==> src/rtl/fifo_word_serializer.sv <==
// fifo_word_serializer: pops 16-bit words from a FIFO and shifts them out MSB-first
// with a valid strobe, first-bit marker and a fixed idle gap between words.
module fifo_word_serializer #(
    parameter int DATA_W     = 16,
    parameter int GAP_CYCLES = 1,
    parameter int CNT_W      = 16
) (
    input  logic              clk,
    input  logic              rst,
    input  logic              en,
    input  logic              fifo_emp,
    input  logic [DATA_W-1:0] fifo_data,
    output logic              pop,
    output logic              ser_out,
    output logic              ser_valid,
    output logic              frame_start,
    output logic              busy,
    output logic [CNT_W-1:0]  word_count
);
    localparam int BW = $clog2(DATA_W);
    typedef enum logic [2:0] {IDLE, POP, LOAD, SHIFT, GAP} state_t;
    state_t state, nxt;
    logic [DATA_W-1:0] shreg;
    logic [BW-1:0] bit_cnt;
    logic [3:0] gap_cnt;
    logic fetch, last_bit, last_gap;
    assign fetch    = en && !fifo_emp;
    assign last_bit = bit_cnt == BW'(DATA_W - 1);
    assign last_gap = gap_cnt == 4'(GAP_CYCLES - 1);
    always_comb begin
        nxt = state;
        case (state)
            IDLE:    nxt = fetch ? POP : IDLE;
            POP:     nxt = LOAD;
            LOAD:    nxt = SHIFT;
            SHIFT:   nxt = last_bit ? GAP : SHIFT;
            GAP:     nxt = last_gap ? (fetch ? POP : IDLE) : GAP;
            default: nxt = IDLE;
        endcase
    end
    // Outputs decode registered state only, so no input reaches them combinationally.
    assign pop         = state == POP;
    assign ser_valid   = state == SHIFT;
    assign ser_out     = (state == SHIFT) && shreg[DATA_W-1];
    assign frame_start = (state == SHIFT) && (bit_cnt == '0);
    assign busy        = state != IDLE;
    always_ff @(posedge clk or posedge rst) begin
        if (rst) begin
            state      <= IDLE;
            shreg      <= '0;
            bit_cnt    <= '0;
            gap_cnt    <= '0;
            word_count <= '0;
        end else begin
            state <= nxt;
            if (state == LOAD) begin
                shreg   <= fifo_data;
                bit_cnt <= '0;
            end
            if (state == SHIFT) begin
                shreg   <= shreg << 1;
                bit_cnt <= bit_cnt + 1'b1;
                if (last_bit) begin
                    word_count <= word_count + 1'b1;
                    gap_cnt    <= '0;
                end
            end
            if (state == GAP) gap_cnt <= gap_cnt + 1'b1;
        end
    end
endmodule

==> config.mk <==
export PLATFORM = sky130hd
export DESIGN_NAME = fifo_word_serializer
export DESIGN_NICKNAME = d
export VERILOG_FILES = /design/src/rtl/fifo_word_serializer.sv
export SDC_FILE = /design/constraint.sdc
export NUM_CORES = 1
export LEC_CHECK = 0
export CORE_MARGIN = 2
export CORE_UTILIZATION = 35
export CTS_CLUSTER_DIAMETER = 200
export CTS_CLUSTER_SIZE = 40
export DETAILED_ROUTE_END_ITERATION = 10
export SLEW_MARGIN = 0
export SYNTH_ARGS = -nofsm -noshare
export SYNTH_HDL_FRONTEND = slang
export SYNTH_SLANG_ARGS = --single-unit
==> constraint.sdc <==
create_clock -name clk -period 2.7 [get_ports clk]
set_clock_uncertainty 0.05 [all_clocks]
set_input_delay 0.54 -clock clk [delete_from_list [all_inputs] [get_ports clk]]
set_output_delay 0.54 -clock clk [all_outputs]
set_load 0.005 [all_outputs]
==> implementation parameters <==
Parameter                              Value

Run status
  Result of the run    finished clean

Die
  Horizontal die dimension    81.0 µm
  Die outline area    0.00656 mm²
  Vert. Die Dim    approximately 81 µm
  Area of the placeable core    about 0.0058 mm²
  Count of standard-cell rows    28
  Starting utilization of the core area    around 36%
  Top-level port count    41

Min path
  Hold Startpoint    word_count[15]$_DFFE_PP0P_
  Worst hold path type    reg2reg

Routing
  Average wire length per cell after detail routing    roughly 13 µm
  Vias/cell    ~4.8
  Residual DRC    0
  Violation count after the first detailed-routing iteration    94
  Pre-antenna DRT Iters    4
  Routed wire length    around 4000 µm
  Via count    1513
  Post-route ant nets    0

Yosys
  Biggest area consumer among synthesized cells    sky130_fd_sc_hd__dfrtp_1
  Mux cell area share after synthesis    7.72%
  Simple-gate share of the synthesized area    around a fifth
  Area share of fa/ha/maj cells after synthesis    under 10%
  Area fraction of the dominant cell type after synthesis    about 52%
  Count of yosys warnings during synthesis    0
  Seq cells post-synth    43
  Most area-consuming cells after synthesis    sky130_fd_sc_hd__dfrtp_1, sky130_fd_sc_hd__mux2i_1, sky130_fd_sc_hd__nand2_1
  Top FF cell, synth    sky130_fd_sc_hd__dfrtp_1
  Async SR Flop Fraction    100%
  Post-synthesis sequential area ratio    51.9%
  Mean post-synth cell area    ~10 µm²
  Cell count after synthesis    200
  Syn_nets    around 230
  Area share of xor/xnor cells in the synthesized design    6.76%
  Syn Std Cell Area    between 0.002 and 0.0025 mm²
  Complex-gate fraction of the synthesized area    7.79%
  Post-synth EDFFs    0
  Combinational family with the most area after synthesis    simple AND/OR/NAND/NOR gates
  Post-synth cell types    35

Finish
  Total inserted antenna cells    0
  Non-Filler Instances    317
  Number of nets in the finished design    266
  P&R area growth vs syn    27.6%
  Fraction of layout instances using a drive strength above 1    around 6.6%

STA
  Worst-Margin Slew    approximately 0.97 ns
  Slew margin rel.    between 30% and 40%
  Final number of hold-violating endpoints    0
  Max Slew Vio Count    0
  Share of the cycle needed by the critical path after routing    89.3%
  RSZ-0062 raised after global routing    false
  Post-route minimum period    around 2.4 ns
  Post-route setup TNS    0 ns
  Final-report setup violation count    0
  Highest clock frequency the design can meet    415 MHz

Place
  Cell count after placement    309
  Port-buffer cells    40
  Detailed Place HPWL    2790 µm
  Final weighted congestion of routability-driven global placement    approximately 0.86

Critical path
  Startpoint Class    flip-flop
  FF-to-FF Start    state[1]$_DFF_PP0_
  Arrival @ worst endpoint    1.82 ns
  Cells along the critical path    nor2b_2, nand2_1, nor4b_1, clkdlybuf4s50_1
  Crit Path Class    reg2out
  CP startpoint    state[1]$_DFF_PP0_
  Crit end category    output port
  Stage delay of the slowest cell on the critical path    around 0.55 ns
  Biggest fanout along the worst timing path    8
  Crit path max-delay cell type    sky130_fd_sc_hd__clkdlybuf4s50_1
  Critical Path RT    2.11 ns

Clocking
  Number of buffers inserted to repair setup after CTS    0
  Hold-fix buffers at CTS    0
  Clock tree from TritonCTS    done
  Htree depth    2
  Number of CTS-inserted buffers    5
  Number of sinks handled by clock tree synthesis    43
  CTS clk-pin slew, worst paths    around 0.080 ns
  Root buf cell    sky130_fd_sc_hd__clkbuf_8
  Post-CTS sizing    0
  Longest Clk Path Bufs    2
  Skew-Pair Late Insertion Delay    0.29 ns

GRT
  Global-route track usage on met1    approximately 18%
  Remaining Overflow, GRT    0
  Pin count of the biggest net entering global routing    44
  Wire length of the first global-routing pass    roughly 6500 µm
  Met3 demand-to-capacity share in global routing    3.56%
  Met2 usage in global routing    19.3%
  Initial antenna violation count    0
  GRT Resource Usage Total    between 10 and 15%
  Global routing's busiest layer    met2
  Vias in the first global route    about 1400

Power
  Maximum VDD drop    between 200 and 300 µV
  Static leakage    about 1.2 nW
  PD cells    779 mW/mm²

Flow run
  MaxCap Viol Count    0
## registers in the layout (all words and copies together), names as in the netlist
signal / flops
gap_cnt: 4
shreg: 16
bit_cnt: 4
word_count: 16
state: 3
## final timing paths
| kind | endpoint | slack, ns | cells after the start |
|---|---|---|---|
| worst max-delay path | frame_start | 0.29 | 4 |
| worst min-delay path | word_count[15]$_DFFE_PP0P_ | 0.42 | 1 |
| worst max register to register | bit_cnt[3]$_DFFE_PP0P_ | 0.79 | 4 |
| worst min register to register | word_count[15]$_DFFE_PP0P_ | 0.42 | 1 |
| max in group asynchronous | bit_cnt[3]$_DFFE_PP0P_ | 1.59 | 3 |
| min in group asynchronous | word_count[15]$_DFFE_PP0P_ | 0.62 | 3 |
## metrics by stage
stage          util (%)  hold slack, ns  setup slack [ns]  cell area [µm²]  total power, W
2_1_floorplan         -           0.388             0.984             2070         0.00141
3_3_place_gp       43.7           0.405             0.636             2540         0.00161
3_5_place_dp       43.7           0.407             0.605             2540         0.00164
4_1_cts            45.5           0.427             0.266             2650         0.00209
5_1_grt            45.5           0.444             0.127             2650         0.00222
6_report           45.5           0.419             0.289             2650         0.00206
## logic make-up after synthesis
| kind of cell | Yosys count |
|---|---|
| AO/OA/AOI/OAI | 28 |
| XOR/XNOR | 16 |
| adder cells (fa/ha/maj) | 5 |
| buffers and inverters | 18 |
| flip-flops | 43 |
| multiplexers | 16 |
| AND/OR/NAND/NOR | 74 |
## synth_stat cells, types with 2 or more instances
library cell	instances
sky130_fd_sc_hd__nor3b_1	2
sky130_fd_sc_hd__xnor2_1	8
sky130_fd_sc_hd__nand2_1	33
sky130_fd_sc_hd__o21ai_0	20
sky130_fd_sc_hd__ha_1	5
sky130_fd_sc_hd__buf_2	2
sky130_fd_sc_hd__nand4_1	2
sky130_fd_sc_hd__xor2_1	8
sky130_fd_sc_hd__inv_1	9
sky130_fd_sc_hd__nor4_2	2
sky130_fd_sc_hd__nor2_1	6
sky130_fd_sc_hd__nand3_1	10
sky130_fd_sc_hd__and3_1	2
sky130_fd_sc_hd__clkbuf_1	5
sky130_fd_sc_hd__nor3_1	6
sky130_fd_sc_hd__dfrtp_1	43
sky130_fd_sc_hd__or3_1	2
sky130_fd_sc_hd__a22o_1	2
sky130_fd_sc_hd__nand3b_1	2
sky130_fd_sc_hd__mux2i_1	16
## metal layers
| layer | vias up | part of all wire, % |
|---|---|---|
| li1 | 765 | - |
| met1 | 711 | 50 |
| met2 | 30 | 44 |
| met3 | 7 | 4.7 |
| met4 | 0 | 1.8 |
| met5 | - | 0 |
## cells in the final DEF, fill, tap and decap left out, drive strengths merged
| cell | synthesis | layout |
|---|---|---|
| a211oi | 1 | 1 |
| a21boi | 1 | 1 |
| a21o | 1 | 1 |
| a22o | 2 | 2 |
| and2 | 1 | 1 |
| and3 | 2 | 2 |
| and4 | 2 | 2 |
| buf | 4 | 3 |
| clkbuf | 5 | 7 |
| clkdlybuf4s50 | 0 | 40 |
| clkinvlp | 0 | 1 |
| dfrtp | 43 | 43 |
| ha | 5 | 5 |
| inv | 9 | 9 |
| mux2i | 16 | 16 |
| nand2 | 33 | 33 |
| nand3 | 10 | 10 |
| nand3b | 2 | 2 |
| nand4 | 3 | 3 |
| nor2 | 6 | 6 |
| nor2b | 1 | 1 |
| nor3 | 6 | 6 |
| nor3b | 2 | 2 |
| nor4 | 2 | 2 |
| nor4b | 1 | 1 |
| o21a | 1 | 1 |
| o21ai | 20 | 20 |
| o22ai | 1 | 1 |
| o31ai | 1 | 1 |
| or2b | 1 | 1 |
| or3 | 2 | 2 |
| xnor2 | 8 | 8 |
| xor2 | 8 | 8 |
## power by group
group / internal [W] / total, W / switching, W
Clock: 0.000233 / 0.000448 / 0.000215
Combinational: 0.000327 / 0.000653 / 0.000326
Sequential: 0.000818 / 0.000960 / 0.000142
Total: 0.00138 / 0.00206 / 0.000684
## layout make-up
| class | count | area [µm²] |
|---|---|---|
| clock buffer | 7 | 96.3 |
| multi-input combinational | 139 | 916 |
| inverter | 9 | 33.8 |
| timing repair buffer | 43 | 423 |
| fill | 573 | 3170 |
| tap | 75 | 93.8 |
| clock inverter | 1 | 7.51 |
| sequential | 43 | 1080 |
## worst max-delay path: cells and delay by family, from the launching register on
family / cells / cell delay, ns
buf+inv: 1 / 0.55
simple gates: 3 / 0.54
flops: 1 / 0.45
Power figures use the tool's default switching activity.
